==> src/rtl/sram_lsu_ctrl.sv <==
// Load/store front-end for a word-addressed 32-bit SRAM macro: decodes byte/half/word
// requests into lane enables and replicated write data, and aligns/extends load data.
module sram_lsu_ctrl #(
  parameter int          DEPTH         = 128,
  parameter int          ADDR_W        = 7,
  parameter logic [31:0] BASE_ADDR     = 32'h0000_0000,
  parameter int          READ_LATENCY  = 2,
  parameter int          WRITE_LATENCY = 2
) (
  input  logic              clk_i,
  input  logic              rst_ni,
  input  logic              req_valid_i,
  output logic              req_ready_o,
  input  logic              req_we_i,
  input  logic [31:0]       req_addr_i,
  input  logic [1:0]        req_size_i,
  input  logic              req_unsigned_i,
  input  logic [31:0]       req_wdata_i,
  output logic              resp_valid_o,
  output logic [31:0]       resp_rdata_o,
  output logic              resp_err_o,
  output logic [ADDR_W-1:0] sram_addr_sel_o,
  output logic [3:0]        sram_byte_sel_o,
  output logic              sram_read_enable_o,
  output logic              sram_write_enable_o,
  output logic [31:0]       sram_datain_o,
  input  logic [31:0]       sram_dataout_i
);

  localparam int MAX_LAT = (READ_LATENCY > WRITE_LATENCY) ? READ_LATENCY : WRITE_LATENCY;
  localparam int CNT_W   = (MAX_LAT > 1) ? $clog2(MAX_LAT) : 1;
  localparam logic [31:0] RANGE = 32'(4 * DEPTH);

  typedef enum logic [2:0] {IDLE, WRITE, READ, CAPTURE, RESP} state_e;

  state_e             state_q;
  logic [CNT_W-1:0]   cnt_q;
  logic [1:0]         lane_q;
  logic [1:0]         size_q;
  logic               uns_q;
  logic               ready_q;
  logic               resp_valid_q;
  logic [31:0]        resp_rdata_q;
  logic               resp_err_q;
  logic [ADDR_W-1:0]  addr_q;
  logic [3:0]         bsel_q;
  logic               re_q;
  logic               we_q;
  logic [31:0]        din_q;

  logic [31:0]        off_d;
  logic               err_d;
  logic [3:0]         bsel_d;
  logic [31:0]        din_d;
  logic [31:0]        shifted_d;
  logic [31:0]        fmt_d;

  assign off_d = req_addr_i - BASE_ADDR;
  assign err_d = (req_size_i == 2'b11)
               | ((req_size_i == 2'b01) & off_d[0])
               | ((req_size_i == 2'b10) & (|off_d[1:0]))
               | (req_addr_i < BASE_ADDR)
               | (off_d >= RANGE);

  always_comb begin
    bsel_d = 4'b1111;
    din_d  = req_wdata_i;
    case (req_size_i)
      2'b00: begin
        bsel_d = 4'b0001 << off_d[1:0];
        din_d  = {4{req_wdata_i[7:0]}};
      end
      2'b01: begin
        bsel_d = 4'b0011 << off_d[1:0];
        din_d  = {2{req_wdata_i[15:0]}};
      end
      default: ;
    endcase
  end

  // Load data is aligned by the captured byte offset, then narrowed and extended.
  always_comb begin
    shifted_d = sram_dataout_i >> {lane_q, 3'b000};
    fmt_d     = shifted_d;
    case (size_q)
      2'b00:   fmt_d = uns_q ? {24'b0, shifted_d[7:0]}  : {{24{shifted_d[7]}}, shifted_d[7:0]};
      2'b01:   fmt_d = uns_q ? {16'b0, shifted_d[15:0]} : {{16{shifted_d[15]}}, shifted_d[15:0]};
      default: ;
    endcase
  end

  always_ff @(posedge clk_i or negedge rst_ni) begin
    if (!rst_ni) begin
      state_q      <= IDLE;
      cnt_q        <= '0;
      lane_q       <= '0;
      size_q       <= '0;
      uns_q        <= 1'b0;
      ready_q      <= 1'b0;
      resp_valid_q <= 1'b0;
      resp_rdata_q <= '0;
      resp_err_q   <= 1'b0;
      addr_q       <= '0;
      bsel_q       <= '0;
      re_q         <= 1'b0;
      we_q         <= 1'b0;
      din_q        <= '0;
    end else begin
      case (state_q)
        IDLE: begin
          ready_q <= 1'b1;
          if (req_valid_i && ready_q) begin
            ready_q <= 1'b0;
            lane_q  <= off_d[1:0];
            size_q  <= req_size_i;
            uns_q   <= req_unsigned_i;
            if (err_d) begin
              state_q      <= RESP;
              resp_valid_q <= 1'b1;
              resp_err_q   <= 1'b1;
              resp_rdata_q <= '0;
            end else begin
              addr_q <= off_d[ADDR_W+1:2];
              bsel_q <= bsel_d;
              if (req_we_i) begin
                state_q <= WRITE;
                we_q    <= 1'b1;
                din_q   <= din_d;
                cnt_q   <= CNT_W'(WRITE_LATENCY - 1);
              end else begin
                state_q <= READ;
                re_q    <= 1'b1;
                cnt_q   <= CNT_W'(READ_LATENCY - 1);
              end
            end
          end
        end
        WRITE: begin
          if (cnt_q == '0) begin
            we_q         <= 1'b0;
            state_q      <= RESP;
            resp_valid_q <= 1'b1;
            resp_err_q   <= 1'b0;
            resp_rdata_q <= '0;
          end else begin
            cnt_q <= cnt_q - CNT_W'(1);
          end
        end
        READ: begin
          if (cnt_q == '0) begin
            re_q    <= 1'b0;
            state_q <= CAPTURE;
          end else begin
            cnt_q <= cnt_q - CNT_W'(1);
          end
        end
        CAPTURE: begin
          state_q      <= RESP;
          resp_valid_q <= 1'b1;
          resp_err_q   <= 1'b0;
          resp_rdata_q <= fmt_d;
        end
        RESP: begin
          state_q      <= IDLE;
          ready_q      <= 1'b1;
          resp_valid_q <= 1'b0;
          addr_q       <= '0;
          bsel_q       <= '0;
          din_q        <= '0;
        end
        default: state_q <= IDLE;
      endcase
    end
  end

  assign req_ready_o         = ready_q;
  assign resp_valid_o        = resp_valid_q;
  assign resp_rdata_o        = resp_rdata_q;
  assign resp_err_o          = resp_err_q;
  assign sram_addr_sel_o     = addr_q;
  assign sram_byte_sel_o     = bsel_q;
  assign sram_read_enable_o  = re_q;
  assign sram_write_enable_o = we_q;
  assign sram_datain_o       = din_q;

endmodule

==> config.mk <==
export PLATFORM = sky130hd
export DESIGN_NAME = sram_lsu_ctrl
export DESIGN_NICKNAME = d
export VERILOG_FILES = /design/src/rtl/sram_lsu_ctrl.sv
export SDC_FILE = /design/constraint.sdc
export NUM_CORES = 1
export LEC_CHECK = 0
export ABC_AREA = 1
export CAP_MARGIN = 40
export CORE_AREA = 2 2 132 134
export DETAILED_ROUTE_END_ITERATION = 16
export DIE_AREA = 0 0 134 136
export GPL_ROUTABILITY_DRIVEN = 1
export PLACE_DENSITY_LB_ADDON = 0.2
export RECOVER_POWER = 100
export SLEW_MARGIN = 20
export SYNTH_ARGS = -nofsm -noshare
export SYNTH_HDL_FRONTEND = slang
export SYNTH_SLANG_ARGS = --single-unit
==> constraint.sdc <==
create_clock -name clk_i -period 1.8 [get_ports clk_i]
set_input_delay 0.18 -clock clk_i [delete_from_list [all_inputs] [get_ports clk_i]]
set_output_delay 0.18 -clock clk_i [all_outputs]
set_load 0.05 [all_outputs]
# ---- Word level (Yosys, flattened, before mapping)
# Index checks and enable logic that the tools add are counted.
dict set report classes {
  add_sub_neg 1
  multipliers 0
  div_mod_pow 0
  magnitude_cmp 2
  eq_ne 15
  n_shift 3
  n_mux 45
  n_bitwise 6
  reduce_logical 21
}
# op count
set op_table {}
lappend op_table {{2-to-1 mux 32 bit} 8}
lappend op_table {{one-hot mux 32 bit (2 select lines)} 3}
lappend op_table {{one-hot mux 32 bit (3 select lines)} 1}
lappend op_table {{greater-or-equal comparator 32 x 10 -> 1 bit (second input constant)} 1}
lappend op_table {{less-than comparator 32 x 1 -> 1 bit (second input constant)} 1}
lappend op_table {{right shift 32 x 5 -> 32 bit} 1}
lappend op_table {{one-hot mux 4 bit (2 select lines)} 2}
lappend op_table {{2-to-1 mux 1 bit} 14}
lappend op_table {{2-to-1 mux 7 bit} 2}
lappend op_table {{inequality test 2 bit (second input constant)} 7}
lappend op_table {{one-hot mux 7 bit (2 select lines)} 1}
lappend op_table {{2-to-1 mux 3 bit} 4}
lappend op_table {{one-hot mux 3 bit (4 select lines)} 1}
lappend op_table {{AND reduction 4 bit} 3}
lappend op_table {{AND reduction 5 bit} 2}
lappend op_table {{AND reduction 3 bit} 3}
lappend op_table {{2-to-1 mux 4 bit} 2}
lappend op_table {{one-hot mux 1 bit (2 select lines)} 4}
lappend op_table {{nonzero test 2 bit} 4}
lappend op_table {{equality test 3 x 2 -> 1 bit (second input constant)} 2}
lappend op_table {{equality test 2 x 1 -> 1 bit (second input constant)} 2}
lappend op_table {{equality test 2 bit (second input constant)} 2}
lappend op_table {{zero test 2 bit} 2}
lappend op_table {{bitwise OR 1 bit} 4}
lappend op_table {{other kinds (15)} 17}
dict set report word_totals {
  register_bits 89
  latch_bits 0
  ramBits 0
  rom_bits 0
  inputBits 103
  output_inout_bits 80
  elab_cells 107
  memories 0
}

# ---- Longest topological paths before layout
# Gate-level depths: netlist of the first run.
dict set report logic_depth {
  ltp_word 9
  mapped_depth 12
  ltp_nobuf 10
}

# ---- Worst setup path before layout of the first run
# Ideal clock, no wire load.
dict set report synth_path {
  path_kind {register to register}
  startpoint {register ready_q (netlist: req_ready_o)}
  endpoint {register resp_rdata_q[0] (netlist: resp_rdata_o[0])}
  setup_ns 0.121
  arrival_time_ns 1.554
  required_time_ns 1.679
  setup_slack_ns 0.124
  path_stages_with_launch 9
  n_path_buf 1
  synth_period_minus_slack_ns 1.676
  cell_sequence {dfrtp_1 -> nand2_1 -> nand2_4 -> nand2_1 -> a21oi_2 -> nand3_4 -> buf_6 -> nand2_1 -> nand2_1}
}
dict set report synth_via {
  elab_chain_cells 3
}
# element line
set synth_lines {}
lappend synth_lines {{start, declared} 41} ;# logic ready_q;
lappend synth_lines {{start signal, assigned} 99} ;# ready_q <= 1'b0;
lappend synth_lines {{start signal, assigned} 111} ;# ready_q <= 1'b1;
lappend synth_lines {{start signal, assigned} 113} ;# ready_q <= 1'b0;
lappend synth_lines {{logical AND 1 bit} 112} ;# if (req_valid_i && ready_q) begin
lappend synth_lines {{inequality test 2 bit (no source line)} --}
lappend synth_lines {{AND reduction 4 bit (no source line)} --}
lappend synth_lines {{end signal, assigned} 161} ;# resp_rdata_q <= fmt_d;
lappend synth_lines {{end, declared} 43} ;# logic [31:0] resp_rdata_q;
# Every way passes these cells.
# A chain may end at the register's enable or synchronous reset.

# ---- Worst setup path after layout of the first run
dict set report layout_path {
  startpoint {register resp_valid_q (netlist: resp_valid_o)}
  endpoint {output resp_valid_o}
}
# element line
set layout_lines {}
lappend layout_lines {{start, declared} 42} ;# logic resp_valid_q;
lappend layout_lines {{start signal, assigned} 100} ;# resp_valid_q <= 1'b0;
lappend layout_lines {{start signal, assigned} 119} ;# resp_valid_q <= 1'b1;
lappend layout_lines {{start signal, assigned} 142} ;# resp_valid_q <= 1'b1;
lappend layout_lines {{end, declared} 19} ;# output logic resp_valid_o,
# No word-level cell between the ends.

==> results of run 1 <==
==> area by class of cell <==
cell class / count / area share (%)
Clock inverter: 5 / 0.7652
Tap cell: 225 / 3.826
Timing Repair Buffer: 221 / 28.40
Multi-Input combinational cell: 518 / 31.36
Sequential cell: 89 / 30.27
Inverter: 42 / 2.142
Clock buffer: 10 / 3.248
==> metrics by stage <==
stage	instance area [um2]	std cells	setup WS (ns)	utilization [%]	hold slack [ns]
after floorplan	4927	689	0.1245	-	-0.1156
after global placement	7128	1094	-0.08698	42.24	0.2731
after detailed placement	7128	1094	-0.1226	42.24	0.2756
after CTS	7433	1110	0.03338	44.05	0.3657
after global routing	7358	1110	0.02263	43.60	0.3946
final	7358	1110	0.05127	43.60	0.3774
==> per-layer routing <==
layer / wire length (um) / GRT usage, % / up-vias / part of all wire (%)
met3: 1235 / 4.549 / 23 / 7.5
met2: 7480 / 29.89 / 183 / 45
met1: 7507 / 24.80 / 2379 / 45
li1: - / - / 2595 / -
met4: 291 / 6.087 / 0 / 1.8
met5: 0 / 0 / - / 0
==> cell families (layout without fill, tap and decap cells) <==
kind of cell / Yosys count / after routing / synth area share (%)
compound gates: 95 / 95 / 10.94
simple gates: 423 / 423 / 35.98
buf+inv: 82 / 278 / 7.872
flops: 89 / 89 / 45.20
==> sequential cells by signal, summed over array words and instances, names as in the netlist, 2 cells and up <==
signal / count
resp_rdata_o: 32
sram_datain_o: 32
sram_addr_sel_o: 7
sram_byte_sel_o: 4
state_q: 3
lane_q: 2
size_q: 2
==> where the power goes <==
| group | total (W) | switching (W) | internal (W) |
|---|---|---|---|
| Combinational | 0.00636 | 0.00421 | 0.00215 |
| Sequential | 0.00264 | 0.000249 | 0.00240 |
| Clock | 0.00193 | 0.000822 | 0.00110 |
| Total | 0.0109 | 0.00528 | 0.00565 |
==> how the worst max path moves through the flow <==
stage	endpoint	slack [ns]	cells past startpoint
finish	resp_valid_o	0.05	1
CTS	resp_valid_o	0.03	1
global route	resp_rdata_o[22]$_DFFE_PN0P_	0.02	8
global placement	sram_datain_o[29]$_DFFE_PN0P_	-0.09	9
floorplan	resp_rdata_o[0]$_DFFE_PN0P_	0.12	8
detailed placement	sram_datain_o[29]$_DFFE_PN0P_	-0.12	9
==> layout by cell type, fill, tap and decap left out, types with 2 or more instances in the layout <==
cell type	Yosys	final
a211o_1	7	7
a21oi_1	43	43
buf_12	0	4
buf_4	6	30
clkbuf_1	13	13
clkbuf_16	0	9
clkbuf_4	0	3
clkdlybuf4s50_1	0	168
clkinv_2	0	2
dfrtp_1	89	89
dlygate4sd3_1	0	2
inv_1	35	36
inv_2	7	6
nand2_1	306	306
nand2_2	2	2
nand2_4	2	2
nand3_1	29	29
nand3_2	2	2
nand3_4	2	2
nand4_1	26	26
nor2_1	46	48
nor2_2	4	2
o211ai_1	11	11
o21ai_0	27	27
o21ai_1	3	3
or2_2	2	2
==> metrics.md, run 1 <==
| Metric | Value |
|---|---|
| Top cells by count, synth | `nand2_1 (306), dfrtp_1 (89), nor2_1 (46)` |
| FF-to-FF setup slack | `0.15 ns` |
| CP max stage delay | `0.83 ns` |
| Vias per cell | `4.667` |
| Setup TNS Final | `0 ns` |
| Clock-pin transition on the worst setup and hold timing paths | `0.07 ns` |
| Synth warn | `0` |
| Syn_nets | `792` |
| Status | `complete, no violations` |
| FF/Latch Area | `2227 um2` |
| Post-CTS setup buffers | `0` |
| Gpl congestion | `0.8403` |
| First-pass GRT wire length | `26.72 mm` |
| Async S/R FF share, synth | `100.0%` |
| Crit. End Element | `output port` |
| Largest net degree at the start of global routing | `90` |
| Tot Pwr | `0.01093 W` |
| Final Hold Vio Count | `0` |
| Starting Density | `29.20%` |
| Synth area leaders | `dfrtp_1 (45%), nand2_1 (23%), a21oi_1 (4.4%), nor2_1 (3.5%), nand4_1 (3.3%)` |
| Post-route minimum period | `1.749 ns` |
| Worst VDD drop | `0.8584 mV` |
| Measured slew at the worst slew-check pin | `1.193 ns` |
| Highest clock rate | `571.8 MHz` |
| Iter 0 DRT Violations | `262` |
| Root Driver | `clkbuf_16` |
| Slew Limit Fails | `0` |
| Synthesis-to-finish area growth | `49.34%` |
| Post-route ant nets | `0` |
| Hold path start | `req_addr_i[8]` |
| WP buf/inv | `1` |
| Worst hold path cell count | `3` |
| Layout cells sized above 1 | `8.249%` |
| Avg WL per Cell | `14.88 um` |
| Clock Tree Buf Depth | `2` |
| Critical path type | `register to output port` |
| Worst path cell trace | `clkdlybuf4s50_1` |
| Top-count cell post-synth | `nand2_1` |
| Die Ht | `136 um` |
| Gate Count Post-Synth | `689` |
| CP startpoint | `resp_valid_o$_DFFE_PN0P_` |
| GR Overflow Total | `0` |
| Die width | `134 um` |
| Via Count | `5180` |
| Proportion of synthesized chip area in sequential cells | `45.20%` |
| Die Footprint | `18220 um2` |
| Fill cells | `1753` |
| Hold Path End | `sram_addr_sel_o[6]$_DFFE_PN0P_` |
| CTS tree | `built` |
| IO Pins | `183` |
| Core ar. | `16880 um2` |
| Max-cap viol count | `0` |
| Area of the multi-input gates | `2307 um2` |
| Synth top area share | `45.20%` |
| Lkg Pwr | `3.687 nW` |
| Max-Slew Margin vs Limit | `20.47%` |
| Detailed placement HPWL | `12.16 mm` |
| Drt total wl | `16.52 mm` |
| CP top delay family | `buffers and inverters` |
| Num CTS Buffers | `9` |
| Num Clock Sinks | `89` |
| Power per cell area | `1485 nW/um2` |
| Crit-path slowest cell | `clkdlybuf4s50_1` |
| Port Buffers | `182` |
| Unrepaired setup endpoints after global routing | `false` |
| Worst EP required | `1.62 ns` |
| Crit path DAT | `1.57 ns` |
| Vias in the first global route | `5026` |
| Max FO, Critical Path | `2` |
| 1st-pass router iterations | `5` |
| Final setup viols | `0` |
| Initial antenna violation count | `0` |
| NumNets Final | `984` |
| Worst skew pair latency | `0.35 ns` |
| Final Skew | `0.006963 ns` |
| Cts hold-fix bufs | `1` |
| # diodes | `0` |
| Post-synth EDFFs | `0` |
| Worst Reg-to-Reg Cells | `7` |
| FF-to-FF Start | `lane_q[0]$_DFFE_PN0P_` |
| Syn Std Cell Area | `4927 um2` |
| Tcrit/Tclk final | `97.15%` |
| FP Rows | `48` |
| Netlist cell types | `28` |
| Critical Path Start Type | `register` |
| Min-Delay Path Class | `input port to register` |
| CTS H-tree lvls | `3` |
| Post-cts resize count | `0` |
| Yosys reg bits | `89` |
| Residual DRC | `0` |
| Post-Syn Area per Cell | `7.151 um2` |
| Post-synth top area cell | `dfrtp_1` |
| Gr usage total | `18.65%` |
| Worst r2r dst | `resp_rdata_o[9]$_DFFE_PN0P_` |
| Most used DFF post-synth | `dfrtp_1` |
Power figures use the tool's default switching activity.
==> inputs of run 2 (changes only) <==
Settings changed: SETUP_SLACK_MARGIN set to 0.3.
==> run 2 against run 1 <==
Against the previous run: combinational power increased by 16%; non-clock buffer count up 18; worst setup slack gained 0.15 ns; final cell count is 1.7% higher; sequential share of layout area down 1.4 points; first-iteration DRC count grew 16%; register-to-register slack gained 0.05 ns; clock skew increased by 0.0034 ns; worst hold slack lost 0.15 ns; fmax up 9.3%.
==> metrics.md, run 2 (same netlist as run 1, synthesis figures left out) <==
| Metric | Value |
|---|---|
| Status | `complete, no violations (unchanged)` |
| Root Driver | `clkbuf_16 (unchanged)` |
| Die Ht | `136 um (unchanged)` |
| CP top delay family | `buffers and inverters (unchanged)` |
| Starting Density | `29.20% (unchanged)` |
| CP most frequent cell | `buf_12` |
| Gpl congestion | `0.8757 (was 0.8403)` |
| Critical Path Start Type | `register (unchanged)` |
| Unrepaired setup endpoints after global routing | `true (was false)` |
| Max-Slew Margin vs Limit | `57.37% (was 20.47%)` |
| Drt total wl | `17.69 mm (was 16.52 mm)` |
| Initial antenna violation count | `0 (unchanged)` |
| Gr usage total | `18.59% (was 18.65%)` |
| Post-route ant nets | `0 (unchanged)` |
| Worst skew pair latency | `0.35 ns (about the same)` |
| Final setup viols | `0 (unchanged)` |
| CTS tree | `built (unchanged)` |
| Final setup margin | `0.1997 ns (was 0.05127 ns)` |
| Post-route minimum period | `1.600 ns (was 1.749 ns)` |
| 1st-pass router iterations | `5 (unchanged)` |
| Placed Cells incl. Taps | `1098 (was 1094)` |
| Sw Pwr | `0.005839 W (was 0.005279 W)` |
| Comb pwr share | `61.6% (was 58.2%)` |
| Worst VDD drop | `0.7641 mV (was 0.8584 mV)` |
| Area after DPL | `7177 um2 (was 7128 um2)` |
| Pre-CTS WS | `-0.07699 ns (was -0.1226 ns)` |
| # diodes | `0 (unchanged)` |
| First-pass GRT wire length | `26.39 mm (was 26.72 mm)` |
| Final Skew | `0.01040 ns (was 0.006963 ns)` |
| Power per cell area | `1557 nW/um2 (was 1485 nW/um2)` |
| Slew Limit Fails | `0 (unchanged)` |
| FP Rows | `48 (unchanged)` |
| Internal | `0.006179 W (was 0.005650 W)` |
| FF-to-FF setup slack | `0.20 ns (was 0.15 ns)` |
| Setup TNS Final | `0 ns (unchanged)` |
| Part of the power in registers | `22.1% (was 24.2%)` |
| Highest clock rate | `624.9 MHz (was 571.8 MHz)` |
| Crit-path slowest cell | `dfrtp_1 (was clkdlybuf4s50_1)` |
| Final Non-Filler Cells | `1129 (was 1110)` |
| Final Hold Vio Count | `0 (unchanged)` |
| Clock-pin transition on the worst setup and hold timing paths | `0.07 ns (about the same)` |
| Critical path type | `register to register (was register to output port)` |
| Synthesis-to-finish area growth | `56.65% (was 49.34%)` |
| Port Buffers | `182 (unchanged)` |
| Max-cap viol count | `0 (unchanged)` |
| Crit. End Element | `register (was output port)` |
| CP max stage delay | `0.44 ns (was 0.83 ns)` |
| Num Clock Sinks | `89 (unchanged)` |
| Tot Pwr | `0.01202 W (was 0.01093 W)` |
| Measured slew at the worst slew-check pin | `0.6422 ns (was 1.193 ns)` |
| Worst EP required | `2.05 ns (was 1.62 ns)` |
| Num CTS Buffers | `9 (unchanged)` |
| Residual DRC | `0 (unchanged)` |
| IO Pins | `183 (unchanged)` |
| Vias in the first global route | `5069 (was 5026)` |
| Worst path cell trace | `nor2_4, nand2_4, inv_2, nand2_1, buf_12, buf_6, buf_12, nand4_1, nand2_2 (was clkdlybuf4s50_1)` |
| GR Overflow Total | `0 (unchanged)` |
| CTS H-tree lvls | `3 (unchanged)` |
| Largest net degree at the start of global routing | `47 (was 90)` |
| Core ar. | `16880 um2 (unchanged)` |
| Layout cells sized above 1 | `14.16% (was 8.249%)` |
| Min-Delay Path Class | `input port to register (unchanged)` |
| Lkg Pwr | `4.233 nW (was 3.687 nW)` |
| Final Cell Area | `7719 um2 (was 7358 um2)` |
| Clock Tree Buf Depth | `2 (unchanged)` |
| Avg WL per Cell | `15.67 um (was 14.88 um)` |
| NumNets Final | `1002 (was 984)` |
| Via Count | `5308 (was 5180)` |
| Crit path DAT | `1.85 ns (was 1.57 ns)` |
| Max FO, Critical Path | `7 (was 2)` |
| Die width | `134 um (unchanged)` |
| Detailed placement HPWL | `12.50 mm (was 12.16 mm)` |
| Leading cell type in the layout, fill and taps excluded | `nand2_1 (unchanged)` |
| Vias per cell | `4.702 (was 4.667)` |
| Iter 0 DRT Violations | `304 (was 262)` |
| Most frequent cells in the layout | `nand2_1 (286), dfrtp_1 (87), clkdlybuf4s50_1 (84) (was nand2_1 (306), clkdlybuf4s50_1 (168), dfrtp_1 (89))` |
| Tcrit/Tclk final | `88.91% (was 97.15%)` |
| WP buf/inv | `4 (was 1)` |
| Clock power frac | `16.3% (was 17.6%)` |
| Sw Share | `48.58% (was 48.30%)` |
| Die Footprint | `18220 um2 (unchanged)` |
[run 2: worst paths after layout]
path | cells past startpoint | start | endpoint
max in group asynchronous | 3 | rst_ni | sram_datain_o[30]$_DFFE_PN0P_
min in group asynchronous | 2 | rst_ni | sram_datain_o[17]$_DFFE_PN0P_
hold / removal | 4 | req_addr_i[1] | lane_q[1]$_DFFE_PN0P_
setup reg to reg | 9 | state_q[0]$_DFFE_PN0P_ | sram_datain_o[16]$_DFFE_PN0P_
setup / recovery | 9 | state_q[0]$_DFFE_PN0P_ | sram_datain_o[16]$_DFFE_PN0P_
hold reg to reg | 2 | sram_datain_o[21]$_DFFE_PN0P_ | sram_datain_o[21]$_DFFE_PN0P_
[run 2: through the flow]
step	utilization, %	hold WS (ns)
floorplan	-	-0.1156
global placement	42.53	0.2406
detailed placement	42.53	0.2418
CTS	44.42	0.3559
global route	45.74	0.2401
finish	45.74	0.2309
[run 2: worst min-delay path, stage by stage]
cell            delay (ns)
dlymetal6s2s_1        0.12
buf_4                 0.14
nand2_1               0.05
o21ai_0               0.06
[run 2: final cells by class]
class | instances | area [um2]
Fill cell | 1749 | 9158
Multi-Input combinational cell | 518 | 2469
Timing Repair Buffer | 239 | 2272
Sequential cell | 89 | 2230
Tap cell | 225 | 281.5
Clock buffer | 10 | 229.0
Inverter | 42 | 162.7
Clock inverter | 6 | 75.07
[run 2: what timing repair did]
item | CTS | global route
pin swaps | 4 | 20
resized for setup | 76 | 72
hold buffers | 1 | 0
endpoints found under the hold margin | 43 | 0
gates cloned | 0 | 5
endpoints found under the setup margin | 139 | 86
buffers inserted | 4 | 5
[run 2: power groups by stage]
stage | sequential, W | clock, W | combinational (W)
4_1_cts | 0.00264 | 0.00203 | 0.00668
2_1_floorplan | 0.00358 | 0 | 0.00348
3_5_place_dp | 0.00269 | 0 | 0.00661
3_3_place_gp | 0.00269 | 0 | 0.00659
6_report | 0.00265 | 0.00196 | 0.00740
5_1_grt | 0.00269 | 0.00210 | 0.00805
[run 2: per-layer routing]
layer  wire length [um]  GRT usage [%]
met1               7549          23.47
met2               8768          31.28
met4                229          4.846
met3               1146          5.332
met5                  0              0
